File: config.mk
export PLATFORM = sky130hd
export DESIGN_NAME = special_case_detector_for_divider
export DESIGN_NICKNAME = d
export VERILOG_FILES = /design/src/rtl/special_case_detector_for_divider.sv
export SDC_FILE = /design/constraint.sdc
export NUM_CORES = 1
export LEC_CHECK = 0
export ABC_AREA = 1
export CORE_MARGIN = 8
export CORE_UTILIZATION = 42
export DETAILED_ROUTE_END_ITERATION = 10
export GPL_ROUTABILITY_DRIVEN = 0
export PLACE_DENSITY = 0.69
export SYNTH_ARGS = -nofsm -noshare
export SYNTH_HDL_FRONTEND = slang
export SYNTH_SLANG_ARGS = --single-unit
File: constraint.sdc
create_clock -name clk -period 3.51 [get_ports clk]
set_input_delay 1.053 -clock clk [delete_from_list [all_inputs] [get_ports clk]]
set_output_delay 1.053 -clock clk [all_outputs]
set_load 0.02 [all_outputs]
File: src/rtl/special_case_detector_for_divider.sv
// rtl/special_case_detector_for_divider.sv - two-stage valid/ready classifier of HUB divider operands
// Stage 1 registers operands and raw exponent/mantissa flags; stage 2 encodes case codes.
module special_case_detector_for_divider #(
  parameter int M            = 23,
  parameter int E            = 8,
  parameter int special_case = 7,
  parameter int CNT_W        = 16
) (
  input  logic                             clk,
  input  logic                             rst_n,
  input  logic                             in_valid,
  output logic                             in_ready,
  input  logic [E+M:0]                     X,
  input  logic [E+M:0]                     Y,
  output logic                             out_valid,
  input  logic                             out_ready,
  output logic [E+M:0]                     X_out,
  output logic [E+M:0]                     Y_out,
  output logic [$clog2(special_case)-1:0]  X_special_case,
  output logic [$clog2(special_case)-1:0]  Y_special_case,
  output logic                             is_special,
  input  logic                             cnt_clear,
  output logic [CNT_W-1:0]                 special_count
);

  localparam int W = E + M + 1;
  localparam int C = $clog2(special_case);

  localparam logic [C-1:0] NONE   = C'(0);
  localparam logic [C-1:0] INF_P  = C'(1);
  localparam logic [C-1:0] INF_N  = C'(2);
  localparam logic [C-1:0] ZERO_P = C'(3);
  localparam logic [C-1:0] ZERO_N = C'(4);
  localparam logic [C-1:0] ONE_P  = C'(5);
  localparam logic [C-1:0] ONE_N  = C'(6);

  localparam logic [E-1:0]     BIAS    = {1'b0, {(E-1){1'b1}}};
  localparam logic [CNT_W-1:0] CNT_MAX = {CNT_W{1'b1}};

  function automatic logic [C-1:0] encode(input logic sgn, input logic inf,
                                          input logic zero, input logic one);
    logic [C-1:0] code;
    code = NONE;
    if (inf)       code = sgn ? INF_N  : INF_P;
    else if (zero) code = sgn ? ZERO_N : ZERO_P;
    else if (one)  code = sgn ? ONE_N  : ONE_P;
    return code;
  endfunction

  logic         s1_valid;
  logic [W-1:0] s1_x, s1_y;
  logic         s1_x_inf, s1_x_zero, s1_x_one;
  logic         s1_y_inf, s1_y_zero, s1_y_one;

  logic s2_load, s1_move, accept;
  logic [C-1:0] x_code_d, y_code_d;

  // Stage 2 frees up whenever it is empty or its pair leaves this cycle.
  assign s2_load  = !out_valid || out_ready;
  assign s1_move  = s1_valid && s2_load;
  assign in_ready = !s1_valid || s1_move;
  assign accept   = in_valid && in_ready;

  assign x_code_d = encode(s1_x[W-1], s1_x_inf, s1_x_zero, s1_x_one);
  assign y_code_d = encode(s1_y[W-1], s1_y_inf, s1_y_zero, s1_y_one);

  always_ff @(posedge clk or negedge rst_n) begin
    if (!rst_n) begin
      s1_valid  <= 1'b0;
      s1_x      <= '0;
      s1_y      <= '0;
      s1_x_inf  <= 1'b0;
      s1_x_zero <= 1'b0;
      s1_x_one  <= 1'b0;
      s1_y_inf  <= 1'b0;
      s1_y_zero <= 1'b0;
      s1_y_one  <= 1'b0;
    end else begin
      if (in_ready) s1_valid <= in_valid;
      if (accept) begin
        s1_x      <= X;
        s1_y      <= Y;
        s1_x_inf  <= &X[W-2:M];
        s1_x_zero <= ~|X[W-2:M];
        s1_x_one  <= (X[W-2:M] == BIAS) && (X[M-1:0] == '0);
        s1_y_inf  <= &Y[W-2:M];
        s1_y_zero <= ~|Y[W-2:M];
        s1_y_one  <= (Y[W-2:M] == BIAS) && (Y[M-1:0] == '0);
      end
    end
  end

  always_ff @(posedge clk or negedge rst_n) begin
    if (!rst_n) begin
      out_valid      <= 1'b0;
      X_out          <= '0;
      Y_out          <= '0;
      X_special_case <= NONE;
      Y_special_case <= NONE;
      is_special     <= 1'b0;
    end else if (s2_load) begin
      out_valid <= s1_valid;
      if (s1_valid) begin
        X_out          <= s1_x;
        Y_out          <= s1_y;
        X_special_case <= x_code_d;
        Y_special_case <= y_code_d;
        is_special     <= (x_code_d != NONE) || (y_code_d != NONE);
      end
    end
  end

  always_ff @(posedge clk or negedge rst_n) begin
    if (!rst_n) begin
      special_count <= '0;
    end else if (cnt_clear) begin
      special_count <= '0;
    end else if (out_valid && out_ready && is_special && special_count != CNT_MAX) begin
      special_count <= special_count + 1'b1;
    end
  end

endmodule

==> results.cfg <==
[clock_network]
clock_input_transition_at_the_sequential_cells_of_the_worst_setup_and_hold_paths_ps = 60
tritoncts.num_buffers = 17
clock_tree.root_cell = clkbuf_16
cts_num_sinks = 159
cts_repair_resize_count = 0
clk_latency_ps = 420
cts-root-to-sink-buffers = 2
cts-htree-levels = 4
cts_post_setup_buffers_inserted = 0
hold_buffers = 0
tritoncts_clock_tree = yes

[worst_setup_path]
timing.critical_path.required_ps = 2460
worst_r2r_startpoint = special_count[0]
worst_path_max_delay_cell = clkdlybuf4s50_1
worst-endpoint-arrival_ps = 2270
worstSetupPathType = in2out
slowest_delay_ps = 610
worstPathMaxFanout = 2
end_kind = output pin
path_cells = clkdlybuf4s50_1, inv_1, nand3_1, clkdlybuf4s50_1
r2r_cells = 9
worstReg2RegEnd = special_count[13]
crit_path_frequent_cell = clkdlybuf4s50_1
r2r_slack_ps = 1610
cp_launch_type = primary input

[place]
hpwl_um = 11600
io_buffers = 157
placedInstanceArea_sq_um = 8480

[synthesis]
netlist_instances = 789
synth_cell_types = 30
fraction_of_the_yosys_area_taken_by_sequential_cells = 0.598
synth-warning-count = 0
synthesis.nets = 859
synth.ff_latch_count = 159
mean_post_synth_cell_area_sq_um = 8.43
syn-cell-area_sq_um = 6650

[floorplanning]
design.core.area_sq_um = 15700
die_height_um = 142
chipWidth_um = 142
top_level_ports = 158
start_util = 0.425
design.die.area_sq_um = 20100
fp-row-count = 46

[detailed_routing]
via_per_inst = 4.74
drt-pass1-iter-count = 4
detail_route_met3_wl_um = 1300
finalWirelength_um = 17000
post-route-drc-count = 0
wl_met1_um = 7560
maxUsedRoutingLayer = met5
drtIter0Drc = 296
routed_length_on_met2_um = 7950
wire_per_inst_um = 14.6
vias = 5551
postRouteAntennaNets = 0

[grt]
wire_length_of_the_first_global_routing_pass_um = 28200
first_global_vias = 5663
overflow = 0
pin_count_of_the_biggest_net_entering_global_routing = 92
antenna_found_initial = 1
grt_util_all_layers = 0.177

[worst_hold_path]
hp-start = s1_x[7]
hold_class = reg2reg
hold-path-cell-count = 2
hold_path_end = X_out[7]

[cells_and_area]
drive_above_1_share = 0.0545
finish.instance_area_sq_um = 9090
register_cell_area_after_layout_sq_um = 3980
fillCellCount = 1438
layout.nets = 1011
footprint_of_the_multi_input_gates_sq_um = 2310
num_antenna_cells = 0
area.growth.synth_to_final_pct = 36.8

[run]
drv.max_cap_violation_count = 0

[power]
power.density_nw_per_um2 = 630
leakagePower_nw = 4.43
total_power_mw = 5.73
ir_worst_vdd_uv = 370

[sta]
post-route-period-util = 0.946
fin_worst_skew_ps = 7.27
maxSlewViolCount = 0
worstMarginPinSlew_ps = 583
worst_slew_margin_rel = 0.611
setup_tns_ps = 0
min_period_ps = 3320
maxClockFrequency_ghz = 0.301
final-setup-viol-count = 0
rsz0062_at_grt = no
report.final.hold_viol_count = 0

[run_status]
run_status = completed
## registers in the layout, indices dropped and copies added (netlist names)
register,count
s1_x_one,1
Y_special_case,3
s1_y,32
out_valid,1
s1_y_inf,1
s1_y_zero,1
special_count,16
X_special_case,3
s1_y_one,1
s1_x_zero,1
s1_x,32
s1_x_inf,1
X_out,32
Y_out,32
is_special,1
s1_valid,1
## routing by layer
metal / GRT usage / vias to the layer above
met5: 0 / -
met4: 0.0520 / 2
met3: 0.0655 / 20
met2: 0.283 / 133
met1: 0.221 / 2624
li1: - / 2772
## kinds of logic after synthesis
logic type	count (synthesis)	synth area share
buffers and inverters	94	0.0557
AO/OA/AOI/OAI	69	0.0542
adder cells (fa/ha/maj)	1	0.00188
AND/OR/NAND/NOR	461	0.283
flip-flops	159	0.598
XOR/XNOR	5	0.00659
## layout make-up
cell class,count,area share
multi-input combinational,536,0.255
clock buffer,19,0.0498
tap,216,0.0297
clock inverter,13,0.0177
sequential,159,0.438
inverter,62,0.0256
timing repair buffer,165,0.185
## stage by stage
stage | hold WS [ps] | setup slack [ps] | cells | utilization
after floorplan | 442 | 1150 | 789 | -
after global placement | 448 | 187 | 1138 | 0.542
after detailed placement | 454 | 192 | 1138 | 0.542
after CTS | 465 | 184 | 1170 | 0.581
after global routing | 493 | 141 | 1170 | 0.581
final | 462 | 190 | 1170 | 0.581
## critical path: cells and delay by family
| family | cells | cell delay, ps |
|---|---|---|
| simple gates | 1 | 80 |
| buf+inv | 3 | 1130 |
## synthesized netlist by cell type, drive strengths merged
library cell  instances  area (sq um)
nor4                  2          12.5
or2                   2          12.5
nand4                22           138
o22ai                 1          6.26
clkinv                1          3.75
o21bai                2          15.0
nor2                 36           169
inv                  61           229
a31oi                 2          12.5
dfrtp               159          3980
a21oi                 4          20.0
nor3                 12          60.1
buf                  10          55.1
xor2                  5          43.8
ha                    1          12.5
nand3b                2          15.0
o31ai                 1          7.51
nand2               362          1360
nand3                23           115
clkbuf               22          82.6
a22o                  1          8.76
o21ai                58           290
## worst max path at each step
stage,startpoint,end,depth (start not counted)
floorplan,out_ready,in_ready,2
global placement,out_ready,in_ready,4
detailed placement,out_ready,in_ready,4
CTS,out_ready,in_ready,4
global route,out_ready,in_ready,4
finish,out_ready,in_ready,4
## power by group
| group | switching, mW | internal, mW | leakage [nW] |
|---|---|---|---|
| Clock | 0.729 | 1.16 | 0.292 |
| Sequential | 0.206 | 2.18 | 2.00 |
| Combinational | 0.817 | 0.641 | 2.13 |
| Total | 1.75 | 3.98 | 4.43 |
## placed cells by master (no fill, tap or decap), types with 3 or more instances in the layout
cell type	n
dfrtp_1	159
nand2_1	359
clkbuf_16	17
nor3_1	12
clkdlybuf4s50_1	156
buf_4	4
bufinv_16	3
nand3_1	23
xor2_1	5
a21oi_1	4
nor2_1	32
nand4_1	22
clkinvlp_4	4
o21ai_0	58
inv_1	59
clkinv_2	3
buf_12	4
(Power assumes the default switching activity.)
